<file path="src/rtl/deserializer.sv">
// Serial-to-parallel word recovery.
//
// A contiguous run of ser_data_val_i=1 cycles forms one word, collected MSB-first
// into a left-aligned shift register. A run that reaches DATA_W bits is emitted on
// the edge that samples its last bit. A run that stops early is emitted on the
// first idle edge if it holds at least 3 bits, and is silently dropped if it holds
// 1 or 2 bits. Every emitted word is qualified by a one-cycle deser_data_val_o strobe.
//
// Ports:
//   clk_i            - clock, rising-edge active
//   arst_n_i         - asynchronous active-low reset
//   ser_data_i       - serial data bit
//   ser_data_val_i   - qualifies ser_data_i
//   deser_data_o     - recovered word, MSB-first, left-aligned, unused LSBs zero
//   deser_data_mod_o - valid bit count of deser_data_o (0 means DATA_W bits)
//   deser_data_val_o - one-cycle strobe for deser_data_o / deser_data_mod_o
//   busy_o           - high while a word is being collected
//
// DATA_W is expected to be a power of two, at least 4, so that every partial
// count (3..DATA_W-1) fits in MOD_W bits.

module deserializer #(
  parameter int unsigned DATA_W = 16,
  parameter int unsigned MOD_W  = $clog2(DATA_W)
) (
  input  logic              clk_i,
  input  logic              arst_n_i,
  input  logic              ser_data_i,
  input  logic              ser_data_val_i,
  output logic [DATA_W-1:0] deser_data_o,
  output logic [MOD_W-1:0]  deser_data_mod_o,
  output logic              deser_data_val_o,
  output logic              busy_o
);

  // cnt spans 0..DATA_W
  localparam int unsigned CntW = $clog2(DATA_W + 1);
  localparam int unsigned IdxW = $clog2(DATA_W);

  localparam logic [CntW-1:0] LastCnt = CntW'(DATA_W - 1);
  localparam logic [CntW-1:0] MinCnt  = CntW'(3);
  localparam logic [IdxW-1:0] TopIdx  = IdxW'(DATA_W - 1);

  typedef enum logic [0:0] {
    StIdle,
    StRecv
  } state_e;

  state_e            state_q, state_d;
  logic [CntW-1:0]   cnt_q, cnt_d;
  logic [DATA_W-1:0] shreg_q, shreg_d;
  logic [DATA_W-1:0] data_q, data_d;
  logic [MOD_W-1:0]  mod_q, mod_d;
  logic              val_q, val_d;
  logic [IdxW-1:0]   bit_idx;

  // ---------------------------------------------------------------------------
  // FSM: state register
  // ---------------------------------------------------------------------------
  always_ff @(posedge clk_i or negedge arst_n_i) begin
    if (!arst_n_i) begin
      state_q <= StIdle;
    end else begin
      state_q <= state_d;
    end
  end

  // ---------------------------------------------------------------------------
  // FSM: next state
  // ---------------------------------------------------------------------------
  always_comb begin
    state_d = state_q;
    unique case (state_q)
      StIdle: begin
        if (ser_data_val_i) state_d = StRecv;
      end
      StRecv: begin
        // Leave on a gap, or on the bit that fills the word.
        if (!ser_data_val_i || (cnt_q == LastCnt)) state_d = StIdle;
      end
      default: state_d = StIdle;
    endcase
  end

  // ---------------------------------------------------------------------------
  // FSM: outputs
  // ---------------------------------------------------------------------------
  always_comb begin
    busy_o = (state_q == StRecv);
  end

  // ---------------------------------------------------------------------------
  // Datapath next state
  // ---------------------------------------------------------------------------
  always_comb begin
    cnt_d   = cnt_q;
    shreg_d = shreg_q;
    data_d  = data_q;
    mod_d   = mod_q;
    val_d   = 1'b0;
    // cnt bits already stored, so the next bit lands cnt places below the MSB.
    bit_idx = TopIdx - IdxW'(cnt_q);

    unique case (state_q)
      StIdle: begin
        if (ser_data_val_i) begin
          // Start of a word: drop whatever the previous word left behind.
          shreg_d             = '0;
          shreg_d[DATA_W-1]   = ser_data_i;
          cnt_d               = CntW'(1);
        end
      end
      StRecv: begin
        if (ser_data_val_i) begin
          shreg_d[bit_idx] = ser_data_i;
          if (cnt_q == LastCnt) begin
            // Full word: emit including the bit sampled on this edge.
            data_d = shreg_d;
            mod_d  = '0;
            val_d  = 1'b1;
            cnt_d  = '0;
          end else begin
            cnt_d = cnt_q + CntW'(1);
          end
        end else begin
          // Gap ends the run; runs of 1 or 2 bits are not legal words.
          if (cnt_q >= MinCnt) begin
            data_d = shreg_q;
            mod_d  = cnt_q[MOD_W-1:0];
            val_d  = 1'b1;
          end
          cnt_d = '0;
        end
      end
      default: begin
        cnt_d = '0;
      end
    endcase
  end

  // ---------------------------------------------------------------------------
  // Datapath registers
  // ---------------------------------------------------------------------------
  always_ff @(posedge clk_i or negedge arst_n_i) begin
    if (!arst_n_i) begin
      cnt_q   <= '0;
      shreg_q <= '0;
      data_q  <= '0;
      mod_q   <= '0;
      val_q   <= 1'b0;
    end else begin
      cnt_q   <= cnt_d;
      shreg_q <= shreg_d;
      data_q  <= data_d;
      mod_q   <= mod_d;
      val_q   <= val_d;
    end
  end

  assign deser_data_o     = data_q;
  assign deser_data_mod_o = mod_q;
  assign deser_data_val_o = val_q;

endmodule

</file>
<file path="config.mk">
export PLATFORM = sky130hd
export DESIGN_NAME = deserializer
export DESIGN_NICKNAME = d
export VERILOG_FILES = /design/src/rtl/deserializer.sv
export SDC_FILE = /design/constraint.sdc
export NUM_CORES = 1
export LEC_CHECK = 0
export CORE_MARGIN = 4
export CORE_UTILIZATION = 42
export CTS_BUF_LIST = sky130_fd_sc_hd__clkbuf_16
export CTS_CLUSTER_DIAMETER = 150
export DETAILED_ROUTE_END_ITERATION = 10
export HOLD_SLACK_MARGIN = 0.02
export PLACE_DENSITY = 0.71
export REMOVE_ABC_BUFFERS = 1
export SETUP_SLACK_MARGIN = 0.1
export SLEW_MARGIN = 20
export SYNTH_ARGS = -nofsm -noshare
export SYNTH_HDL_FRONTEND = slang
export SYNTH_SLANG_ARGS = --single-unit
</file>
<file path="constraint.sdc">
create_clock -name clk_i -period 5.81 [get_ports clk_i]
set_input_delay 0.8715 -clock clk_i [delete_from_list [all_inputs] [get_ports clk_i]]
set_output_delay 0.8715 -clock clk_i [all_outputs]
set_load 0.1 [all_outputs]
</file>
==> results of run 1 <==
cell families (layout without fill, tap and decap cells):
logic type | Yosys count | count (layout) | share of synthesized area
AND/OR/NAND/NOR | 54 | 54 | 0.115
AO/OA/AOI/OAI | 78 | 78 | 0.239
buffers and inverters | 18 | 39 | 0.0389
adder cells (fa/ha/maj) | 5 | 5 | 0.0274
flip-flops | 43 | 43 | 0.471
multiplexers | 19 | 19 | 0.109
placed cells by master (no fill, tap or decap), drive strengths merged:
cell | Yosys | final
and2 | 1 | 1
nand3b | 2 | 2
a22o | 14 | 14
inv | 7 | 7
or2 | 1 | 1
nor2 | 7 | 7
and2b | 1 | 1
ha | 5 | 5
a21o | 2 | 2
buf | 6 | 1
dfrtp | 43 | 43
a21oi | 5 | 5
nor3 | 1 | 1
o2bb2ai | 14 | 14
o21ai | 34 | 34
mux2 | 19 | 19
nand3 | 12 | 12
a22oi | 5 | 5
clkbuf | 5 | 5
clkdlybuf4s50 | 0 | 24
o21a | 2 | 2
nand2 | 25 | 25
clkinv | 0 | 2
a211oi | 2 | 2
nand2b | 2 | 2
nor2b | 2 | 2
layer usage:
metal	global-route usage	up-vias
li1	-	837
met1	0.201	790
met2	0.255	32
met3	0.0296	7
met4	0.0631	0
met5	0	-
worst max path at each step:
| stage | start | cells after the start | slack (ns) | to |
|---|---|---|---|---|
| after detailed placement | ser_data_val_i | 5 | 2.14 | deser_data_o[15] |
| after global routing | ser_data_val_i | 5 | 2.31 | deser_data_o[12] |
| after global placement | ser_data_val_i | 5 | 2.24 | deser_data_o[1] |
| final | ser_data_val_i | 5 | 2.49 | deser_data_o[1] |
| after floorplan | busy_o | 4 | 3.44 | deser_data_o[10] |
| after CTS | ser_data_val_i | 5 | 2.45 | deser_data_o[15] |
worst max-delay path: cells and delay by family:
kind | cells | cell delay [ns]
mux | 1 | 0.40
simple gates | 1 | 0.21
compound gates | 1 | 0.59
buf+inv | 2 | 1.40
registers in the layout (all words and copies together), names as in the netlist:
signal,cells
deser_data_mod_o,4
shreg_q,16
cnt_q,5
busy_o,1
deser_data_o,16
deser_data_val_o,1
stage by stage:
step / setup slack (ns) / area (sq um)
after floorplan: 3.44 / 2220
after global placement: 2.24 / 2550
after detailed placement: 2.14 / 2550
after CTS: 2.45 / 2690
after global routing: 2.31 / 2690
final: 2.49 / 2690
report_power, final:
part           total, mW  switching, mW  internal [mW]
clock network      0.260          0.105          0.154
registers          0.376         0.0340          0.342
logic              0.402          0.293          0.109
total               1.04          0.433          0.605
cell type report:
class                           instances  area share
Sequential cell                        43       0.401
Multi-Input combinational cell        156       0.416
Clock inverter                          2     0.00326
Tap cell                               70      0.0326
Timing Repair Buffer                   25      0.0913
Clock buffer                            5      0.0466
Inverter                                7     0.00978
==> impl_metrics.py, run 1 <==
metrics = {
    "critical_path": {
        "r2r_start": "cnt_q[0]",
        "crit_arrival_ns": 3.49,
        "end_kind": "register",
        "cp_slowest_cell": "clkdlybuf4s50_1",
        "crit_type": "primary input to register",
        "cpPeakStageDelay_ns": 0.73,
        "crit_fanout": 21,
        "path_cells": "clkdlybuf4s50_1 > inv_1 > nor2_1 > a22oi_4 > mux2_2",
        "crit_required_ns": 5.98,
        "r2r_cells": 5,
        "worstReg2RegEnd": "deser_data_o[1]",
        "critPathLaunchType": "primary input",
        "r2r_slack_ns": 3.49,
    },
    "place": {
        "place_inst": 301,
        "io_buffers": 25,
        "dpl.hpwl_um": 3050,
        "gp_congestion": 0.809,
    },
    "timing": {
        "period_minus_slack_ns": 3.32,
        "period_share": 0.572,
        "fin_hold_ws_ns": 0.496,
        "fmax_ghz": 0.301,
        "slew_headroom": 0.348,
        "finalClockSkew_ns": 0.00463,
        "final.setup.tns_ns": 0,
        "worstMarginPinSlew_ns": 0.975,
        "rsz0062_at_grt": "no",
        "hold_viol": 0,
        "finalSetupViolations": 0,
        "maxSlewViolCount": 0,
    },
    "yosys": {
        "yosysMostFrequentCell": "dfrtp_1",
        "yosysSeqAreaShare": 0.471,
        "synth-edff-count": 0,
        "yosys-top-cells-count": "dfrtp_1 (43), o21ai_0 (34), nand2_1 (25)",
        "synth_top_area_share": 0.471,
        "netlist.top_cell.by_area": "dfrtp_1",
        "ys_async_sr_fraction": 1.00,
        "synth-seq-cells": 43,
        "yosys_warnings": 0,
        "avgSynthCellArea_sq_um": 10.5,
        "synth_cell_types": 34,
        "synth_area_sq_um": 2280,
        "synthTopCellsByArea": "dfrtp_1 (47%), o21ai_0 (7.5%), mux2_4 (5.9%)",
        "synth_cells": 217,
        "ys.flop_type": "dfrtp_1",
    },
    "clock_network": {
        "cts_root_buf": "clkbuf_16",
        "htreeDepth": 2,
        "cts_buffer_depth": 2,
        "cts_buffers": 5,
        "cts_setup_buffers": 0,
        "holdBufCountCts": 0,
        "cts_tree": "built",
        "insertion_delay_ns": 0.28,
        "clock-sinks": 43,
        "cts.clk_slew.worst_paths_ns": 0.06,
        "ctsResizeCount": 0,
    },
    "routing": {
        "wl_um": 4540,
        "avgRoutedWirePerCell_um": 14.8,
        "drt_iter0_markers": 76,
        "drc": 0,
        "wl_met2_um": 2180,
        "dr.pass1.iters": 4,
        "viasPerCell": 5.41,
        "via_count": 1666,
        "drtAntennaViolNets": 0,
        "wl_met1_um": 2140,
        "top_layer": "met4",
        "wl_met3_um": 160,
    },
    "global_route": {
        "grt_max_degree": 44,
        "antenna_found_initial": 0,
        "grt_usage": 0.155,
        "grt_overflow": 0,
        "grt_pass1_wl_um": 7920,
        "grt_pass1_vias": 1654,
    },
    "power": {
        "peakVddDrop_uv": 235,
        "finalPower_mw": 1.04,
        "p_leak_nw": 1.19,
        "power.density_nw_per_um2": 386,
    },
    "layout": {
        "seqCellArea_sq_um": 1080,
        "n_antenna_cell": 0,
        "multi_input_area_sq_um": 1120,
        "stdcell_count": 308,
        "drive_gt1_frac": 0.134,
        "nNetsFinal": 247,
        "syn2layout_area_growth_pct": 17.7,
        "fillers": 450,
        "post-route-util": 0.519,
    },
    "die": {
        "die_w_um": 81.7,
        "fp.dieH_um": 81.7,
        "coreArea_sq_um": 5170,
        "fp-row-count": 26,
        "dieArea_sq_um": 6680,
        "num_io_pins": 26,
        "initial_core_util": 0.441,
    },
    "hold_path": {
        "holdPathEnd": "shreg_q[15]",
        "hold_start": "shreg_q[15]",
        "worstHoldPathCells": 1,
        "hold_path_class": "register to register",
    },
    "status": {
        "status": "completed",
    },
    "flow_run": {
        "cap_viol_max_count": 0,
    },
}
Power figures use the tool's default switching activity.
==> run 2: changes to the inputs <==
Settings changed: PLACE_DENSITY 0.71 to 0.73.
Clock period 5.81 ns to 2.96 ns, I/O delays scaled along.
==> run 2 against run 1 <==
Net effect:
- wire length rose by 9.9%
- setup slack got worse by 1.9 ns
- utilization fell by 0.36 points
- power rose by 97%
- first-iteration DRC count rose by 71%
- non-clock buffer count rose by 4
- clock skew rose by 0.00070 ns
- highest routed layer unchanged
- register-to-register slack got worse by 2.9 ns
- global-route usage rose by 1.5 points
- combinational power rose by 95%
- clock-buffer cell count did not move
==> impl_metrics.py, run 2 (synthesis results as in run 1) <==
metrics = {
    "layout": {
        "fillers": 485,
        "n_antenna_cell": 0,
        "drive_gt1_frac": 0.247,
        "seqCellArea_sq_um": 1080,
        "multi_input_area_sq_um": 1120,
        "layout_common_cells": "dfrtp_1 (43), o21ai_0 (34), buf_4 (26)",
        "nNetsFinal": 251,
        "final_common_cell": "dfrtp_1",
        "syn2layout_area_growth_pct": 16.9,
    },
    "global_route": {
        "grt_overflow": 0,
        "grt_max_degree": 44,
        "grt_pass1_vias": 1784,
        "antenna_found_initial": 0,
        "grt_pass1_wl_um": 8780,
        "grt_usage": 0.170,
    },
    "critical_path": {
        "crit_arrival_ns": 2.55,
        "crit_required_ns": 3.13,
        "path_cells": "ha_1 > a211oi_2 > a21oi_2 > a22oi_4 > mux2_2",
        "crit_fanout": 17,
        "r2r_slack_ns": 0.58,
        "end_kind": "register",
        "worst-path-buf-inv": 0,
        "cpPeakStageDelay_ns": 0.64,
        "crit_family": "compound AO/OA/AOI/OAI gates",
        "crit_type": "register to register",
        "critPathLaunchType": "register",
        "cp_slowest_cell": "a22oi_4",
    },
    "timing": {
        "worstMarginPinSlew_ns": 0.961,
        "period_share": 0.806,
        "slew_headroom": 0.359,
        "finalSetupViolations": 0,
        "fin_hold_ws_ns": 0.305,
        "fmax_ghz": 0.419,
        "final.setup.tns_ns": 0,
        "hold_viol": 0,
        "rsz0062_at_grt": "no",
        "maxSlewViolCount": 0,
        "finalClockSkew_ns": 0.00533,
        "period_minus_slack_ns": 2.38,
    },
    "clock_network": {
        "cts_setup_buffers": 0,
        "cts.clk_slew.worst_paths_ns": 0.06,
        "cts_buffers": 5,
        "insertion_delay_ns": 0.28,
        "holdBufCountCts": 0,
        "clock-sinks": 43,
        "cts_tree": "built",
        "ctsResizeCount": 0,
        "cts_root_buf": "clkbuf_16",
        "htreeDepth": 2,
        "cts_buffer_depth": 2,
    },
    "die": {
        "fp.dieH_um": 81.7,
        "coreArea_sq_um": 5170,
        "fp-row-count": 26,
        "dieArea_sq_um": 6680,
        "die_w_um": 81.7,
        "initial_core_util": 0.441,
        "num_io_pins": 26,
    },
    "routing": {
        "drtAntennaViolNets": 0,
        "drt_iter0_markers": 130,
        "wl_um": 5000,
        "viasPerCell": 5.67,
        "via_count": 1774,
        "dr.pass1.iters": 4,
        "avgRoutedWirePerCell_um": 16.0,
        "drc": 0,
    },
    "flow_run": {
        "cap_viol_max_count": 0,
    },
    "power": {
        "peakVddDrop_uv": 490,
        "p_leak_nw": 1.25,
        "power.density_nw_per_um2": 768,
        "finalPower_mw": 2.05,
    },
    "hold_path": {
        "hold_path_class": "primary input to async pin",
    },
    "place": {
        "gp_congestion": 0.799,
        "io_buffers": 25,
        "dpl.hpwl_um": 3270,
    },
    "status": {
        "status": "completed",
    },
}
run 2: cell type report:
class	count	share of cell area
inverter	7	0.00985
clock buffer	5	0.0469
clock inverter	3	0.00563
timing repair buffer	29	0.0826
multi-input combinational	156	0.419
tap	70	0.0328
sequential	43	0.403
run 2: stage by stage:
stage	setup WS (ns)	cell area [sq um]	cells	utilization
floorplan	0.595	2220	206	-
global placement	0.580	2530	305	0.489
detailed placement	0.519	2530	305	0.489
CTS	0.559	2670	313	0.516
global route	0.478	2670	313	0.516
finish	0.576	2670	313	0.516
run 2: path summary, 6_finish.rpt:
check / from / depth (start not counted) / end
min in group clk_i: shreg_q[15] / 1 / shreg_q[15]
worst max-delay path: cnt_q[0] / 5 / deser_data_o[15]
worst min-delay path: arst_n_i / 1 / deser_data_o[9]
worst min register to register: shreg_q[15] / 1 / shreg_q[15]
worst max register to register: cnt_q[0] / 5 / deser_data_o[15]
max in group asynchronous: arst_n_i / 1 / deser_data_o[13]
run 2: routing by layer:
metal	part of all wire	wire [um]	GRT usage	vias to the layer above
met5	0	0	0	-
met4	0.011	55	0.0498	0
met3	0.043	214	0.0362	6
met2	0.48	2410	0.276	43
met1	0.46	2320	0.229	882
li1	-	-	-	843
run 2: worst register-to-register path: cells and delay by family, from the launching register on:
| kind | cells | cell delay (ns) |
|---|---|---|
| AOI/OAI and AO/OA | 3 | 1.00 |
| adders and majority gates | 1 | 0.35 |
| muxes | 1 | 0.42 |
| DFF | 1 | 0.49 |
run 2: where the power goes:
part	switching (mW)	internal (mW)	leakage [nW]
logic	0.588	0.197	0.605
clock network	0.219	0.308	0.0733
registers	0.0651	0.671	0.576
